<file path="src/rtl/mul_pkg.sv">
// Shared state encoding and sizing helper for the sequential multiplier and divider.
package mul_pkg;

  typedef enum logic [1:0] {
    IDLE = 2'd0,
    CALC = 2'd1,
    DONE = 2'd2
  } mul_state_e;

  // Iteration counter width: enough to count 0..w-1 with a spare bit.
  function automatic int unsigned cnt_w(input int unsigned w);
    return $clog2(w) + 1;
  endfunction

endpackage

</file>
<file path="src/rtl/mul_abs.sv">
// Combinational two's-complement absolute value with sign flag.
// The most-negative input maps to the unsigned magnitude 2^(W-1).
module mul_abs #(
  parameter int unsigned W = 4
) (
  input  logic [W-1:0] x,
  output logic [W-1:0] mag,
  output logic         neg
);

  always_comb begin
    neg = x[W-1];
    mag = neg ? W'(-x) : x;
  end

endmodule

</file>
<file path="src/rtl/mul_seq.sv">
// Sequential shift-and-add multiplier, one multiplier bit per clock, start/busy/valid handshake.
// Define MUL_SIGNED_EN for two's-complement operands and product.
module mul_seq
  import mul_pkg::*;
#(
  parameter int unsigned W = 4
) (
  input  logic             clk,
  input  logic             rst,
  input  logic             start,
  input  logic [W-1:0]     a,
  input  logic [W-1:0]     b,
  output logic [2*W-1:0]   p,
  output logic             busy,
  output logic             valid
);

  localparam int unsigned PW    = 2 * W;
  localparam int unsigned CNT_W = cnt_w(W);

  mul_state_e       state_q, state_d;
  logic [PW-1:0]    areg_q, areg_d;
  logic [W-1:0]     breg_q, breg_d;
  logic [PW-1:0]    acc_q, acc_d;
  logic [CNT_W-1:0] cnt_q, cnt_d;
  logic             busy_q, busy_d;
  logic             valid_q, valid_d;

  logic             accept_c;
  logic             last_c;
  logic [PW-1:0]    sum_c;
  logic [W-1:0]     a_mag_c, b_mag_c;

`ifdef MUL_SIGNED_EN
  logic a_neg_c, b_neg_c;
  logic sign_q, sign_d;

  mul_abs #(.W(W)) u_abs_a (.x(a), .mag(a_mag_c), .neg(a_neg_c));
  mul_abs #(.W(W)) u_abs_b (.x(b), .mag(b_mag_c), .neg(b_neg_c));
`else
  assign a_mag_c = a;
  assign b_mag_c = b;
`endif

  assign accept_c = start && ((state_q == IDLE) || (state_q == DONE));
  assign last_c   = (state_q == CALC) && (cnt_q == CNT_W'(W - 1));
  assign sum_c    = acc_q + (breg_q[0] ? areg_q : PW'(0));

  // State register plus registered status flags.
  always_ff @(posedge clk or negedge rst) begin
    if (!rst) begin
      state_q <= IDLE;
      busy_q  <= 1'b0;
      valid_q <= 1'b0;
    end else begin
      state_q <= state_d;
      busy_q  <= busy_d;
      valid_q <= valid_d;
    end
  end

  // Next-state logic.
  always_comb begin
    state_d = state_q;
    case (state_q)
      IDLE:    if (accept_c) state_d = CALC;
      CALC:    if (last_c)   state_d = DONE;
      DONE:    if (accept_c) state_d = CALC;
      default: state_d = IDLE;
    endcase
  end

  // Status flags decoded from the upcoming state so they are flop outputs.
  always_comb begin
    busy_d  = (state_d == CALC);
    valid_d = (state_d == DONE);
  end

  // Datapath: load on accept, shift-and-add while calculating.
  always_comb begin
    areg_d = areg_q;
    breg_d = breg_q;
    acc_d  = acc_q;
    cnt_d  = cnt_q;
`ifdef MUL_SIGNED_EN
    sign_d = sign_q;
`endif
    if (accept_c) begin
      areg_d = PW'(a_mag_c);
      breg_d = b_mag_c;
      acc_d  = '0;
      cnt_d  = '0;
`ifdef MUL_SIGNED_EN
      sign_d = a_neg_c ^ b_neg_c;
`endif
    end else if (state_q == CALC) begin
      acc_d  = sum_c;
      areg_d = areg_q << 1;
      breg_d = breg_q >> 1;
      cnt_d  = cnt_q + CNT_W'(1);
`ifdef MUL_SIGNED_EN
      // Negate on the final iteration so the signed product lands with no extra cycle.
      if (last_c && sign_q) acc_d = PW'(-sum_c);
`endif
    end
  end

  always_ff @(posedge clk or negedge rst) begin
    if (!rst) begin
      areg_q <= '0;
      breg_q <= '0;
      acc_q  <= '0;
      cnt_q  <= '0;
`ifdef MUL_SIGNED_EN
      sign_q <= 1'b0;
`endif
    end else begin
      areg_q <= areg_d;
      breg_q <= breg_d;
      acc_q  <= acc_d;
      cnt_q  <= cnt_d;
`ifdef MUL_SIGNED_EN
      sign_q <= sign_d;
`endif
    end
  end

  assign p     = acc_q;
  assign busy  = busy_q;
  assign valid = valid_q;

endmodule

</file>
<file path="config.mk">
export PLATFORM = sky130hd
export DESIGN_NAME = mul_seq
export DESIGN_NICKNAME = d
export VERILOG_FILES = /design/src/rtl/mul_pkg.sv /design/src/rtl/mul_abs.sv /design/src/rtl/mul_seq.sv
export SDC_FILE = /design/constraint.sdc
export NUM_CORES = 1
export LEC_CHECK = 0
export CORE_MARGIN = 8
export CORE_UTILIZATION = 35
export CTS_CLUSTER_DIAMETER = 40
export DETAILED_ROUTE_END_ITERATION = 8
export GPL_TIMING_DRIVEN = 0
export SLEW_MARGIN = 30
export SYNTH_ARGS = -nofsm -noshare
export SYNTH_HDL_FRONTEND = slang
export SYNTH_SLANG_ARGS = --single-unit
</file>
<file path="constraint.sdc">
create_clock -name clk -period 5.5 [get_ports clk]
set_input_delay 0.825 -clock clk [delete_from_list [all_inputs] [get_ports clk]]
set_output_delay 0.825 -clock clk [all_outputs]
set_load 0.005 [all_outputs]
</file>
==> flow_metrics.env <==
export IMPL_area_delta_synth_final_pct=20.40
export IMPL_antenna_found_initial=0
export IMPL_slowest_delay_ps=540
export IMPL_comb_power_share_pct=54.3
export IMPL_finalCriticalPeriod_ps=2345
export IMPL_critPathLaunch="breg_q[0]"
export IMPL_dpl_worst_slack_ps=3048
export IMPL_synth_simple_area_share_pct=14.45
export IMPL_synth_largest_area_cell="dfrtp_1"
export IMPL_hold_violations=0
export IMPL_grt_pass1_vias=1309
export IMPL_ir_drop_mv=0.1629
export IMPL_post_cts_resized=0
export IMPL_syn_avg_cell_area_um2=9.968
export IMPL_pwr_share_clk_pct=11.4
export IMPL_grt_max_degree=28
export IMPL_cp_slowest_cell="dfrtp_1"
export IMPL_initialDrtViolationCount=26
export IMPL_max_freq_mhz=426.4
export IMPL_synth_seq_area_share_pct=44.59
export IMPL_yosysMostFrequentCell="dfrtp_1"
export IMPL_synthTopCellsByArea="dfrtp_1 (45%), ha_1 (7.4%), mux2i_1 (5.3%), a22o_1 (4.6%), o21ai_0 (3.6%)"
export IMPL_hp_start="cnt_q[2]"
export IMPL_dpl_cell_count=224
export IMPL_instances_no_fill=228
export IMPL_syn_inst=152
export IMPL_synth_warnings=0
export IMPL_worstSkewPairLatency_ps=280
export IMPL_viasPerCell=5.447
export IMPL_synth_compound_area_share_pct=21.47
export IMPL_clockBufferDepth=2
export IMPL_slew_viol_final=0
export IMPL_critPathMaxFanout=10
export IMPL_cts_buffers=3
export IMPL_seq_area_um2=675.6
export IMPL_crit_path_end_kind="flip-flop"
export IMPL_dieArea_um2=6690
export IMPL_synth_top_family_by_area="compound AO/OA/AOI/OAI gates"
export IMPL_required_ps=5670
export IMPL_synth_seq_cells=27
export IMPL_arrival_ps=2510
export IMPL_syn_num_nets=173
export IMPL_drcViolationCount=0
export IMPL_setup_viol=0
export IMPL_dp_hpwl_mm=2.656
export IMPL_synth_area_um2=1515
export IMPL_switching_power_uw=451.9
export IMPL_relSlewSlack_pct=58.36
export IMPL_rsz0062_at_grt="no"
export IMPL_period_share_pct=42.65
export IMPL_p_per_area_nw_per_um2=586.7
export IMPL_synth_cell_types=34
export IMPL_multiInputGateArea_um2=783.3
export IMPL_drive_gt1_share_pct=5.114
export IMPL_cts_max_level=1
export IMPL_grt_ovfl_total=0
export IMPL_die_h_um=81.80
export IMPL_netlist_top_cells_count="dfrtp_1 (27), nand2_1 (12), o21ai_0 (11)"
export IMPL_cts_setup_buffers=0
export IMPL_ant_nets=0
export IMPL_ctsRootBufferMaster="clkbuf_8"
export IMPL_setup_tns_ps=0
export IMPL_place_gp_congestion=0.7703
export IMPL_synthXorXnorAreaFrac_pct=1.734
export IMPL_internal_power_uw=618.3
export IMPL_max_cap_viol_count=0
export IMPL_fin_ws_ps=3155
export IMPL_layout_nets=198
export IMPL_worst_pin_slew_ps=624.6
export IMPL_io_pins=21
export IMPL_worstReg2RegStart="breg_q[0]"
export IMPL_cts_hold_fix_buffers=0
export IMPL_synthMuxAreaShare_pct=5.285
export IMPL_synthAdderAreaFrac_pct=8.753
export IMPL_cts_tree="done"
export IMPL_grt_pass1_wl_mm=5.968
export IMPL_synthFlopType="dfrtp_1"
export IMPL_worstSetupPathType="flip-flop to flip-flop"
export IMPL_num_rows=24
export IMPL_final_util_pct=42.78
export IMPL_p_leak_uw=0.0007772
export IMPL_grt_use_total_pct=11.24
export IMPL_core_um2=4264
export IMPL_netlist_area_leader_share_pct=44.59
export IMPL_min_path_type="flip-flop to flip-flop"
export IMPL_cts_sinks=27
export IMPL_initial_utilization_pct=35.53
export IMPL_route_vias_total=1242
export IMPL_cts_reportedPaths_clkPinSlew_ps=110
export IMPL_path_cells="and2_1, ha_1, inv_1, fa_1, nor2b_1, o21ai_0, a21boi_0, or3_1, nand3_1"
export IMPL_routed_wl_mm=3.595
export IMPL_status="completed"
export IMPL_antennaDiodeCount=0
export IMPL_start_kind="flip-flop"
export IMPL_seqPwrFrac_pct=34.3
export IMPL_synthArstFlopShare_pct=100.0
export IMPL_die_w_um=81.80
export IMPL_fill_cells=440
export IMPL_synth_edff_count=0
export IMPL_swShare_pct=42.22
export IMPL_drt_first_pass_iters=4
export IMPL_finalClockSkew_ps=6.586
export IMPL_port_buffers=20
export IMPL_wire_per_inst_um=15.77
==> final timing paths <==
check | to | slack [ps] | cells past startpoint
max reg2reg | p[6] | 3150 | 9
min reg2reg | cnt_q[2] | 490 | 2
max | p[6] | 3150 | 9
min | cnt_q[2] | 490 | 2
max in group asynchronous | areg_q[4] | 4550 | 1
min in group asynchronous | p[6] | 550 | 1
==> per-stage QoR <==
stage,area (um^2),power [uW],hold slack (ps)
after floorplan,1515,756.4,449.8
after global placement,1780,931.3,465.5
after detailed placement,1775,956.1,471.8
after CTS,1824,1078,495.9
after global routing,1824,1162,533.6
final,1824,1070,492.2
==> power groups by stage <==
stage,clock [uW],combinational (uW),sequential [uW]
2_1_floorplan,0,403,353
3_3_place_gp,0,563,368
3_5_place_dp,0,586,370
4_1_cts,123,588,367
5_1_grt,130,653,380
6_report,122,582,367
==> metal layers <==
metal / global-route usage (%) / up-vias / wire (um)
li1: - / 600 / -
met1: 13.59 / 620 / 1703
met2: 19.49 / 20 / 1733
met3: 2.079 / 2 / 140
met4: 3.860 / 0 / 17
met5: 0 / - / 0
==> critical path, delay by kind of cell (launching register included) <==
| family | cells | cell delay [ps] |
|---|---|---|
| buf+inv | 1 | 70 |
| simple gates | 4 | 550 |
| fa+ha+maj | 2 | 620 |
| flops | 1 | 540 |
| compound gates | 2 | 460 |
==> flip-flops by register name (all words and copies together) (netlist names) <==
name / count
p: 8
state_q: 2
busy: 1
valid: 1
breg_q: 4
cnt_q: 3
areg_q: 8
==> cell usage in the layout, fill, tap and decap left out, types with 4 or more instances in the layout <==
| cell | count |
|---|---|
| nor3_1 | 4 |
| o21ai_0 | 11 |
| a22o_1 | 8 |
| a21oi_1 | 8 |
| mux2i_1 | 8 |
| a211oi_1 | 7 |
| inv_1 | 7 |
| buf_2 | 4 |
| nor2b_1 | 8 |
| ha_1 | 9 |
| nand2_1 | 12 |
| dfrtp_1 | 27 |
| and2_1 | 7 |
| nand3_1 | 4 |
| clkdlybuf4s50_1 | 19 |
==> cell type report <==
class                           count  area share (%)
Timing Repair Buffer               20           10.70
Buffer                              7           1.646
Multi-Input combinational cell    111           42.94
Clock buffer                        3           2.263
Clock inverter                      1          0.4115
Inverter                            7           1.440
Tap cell                           52           3.567
Sequential cell                    27           37.04
==> kinds of logic after synthesis <==
| kind of cell | count (synthesis) |
|---|---|
| AO/OA/AOI/OAI | 48 |
| XOR/XNOR | 3 |
| adder cells (fa/ha/maj) | 10 |
| buffers and inverters | 14 |
| flip-flops | 27 |
| multiplexers | 8 |
| AND/OR/NAND/NOR | 42 |
Note: power is estimated with default switching activity, not from simulation.
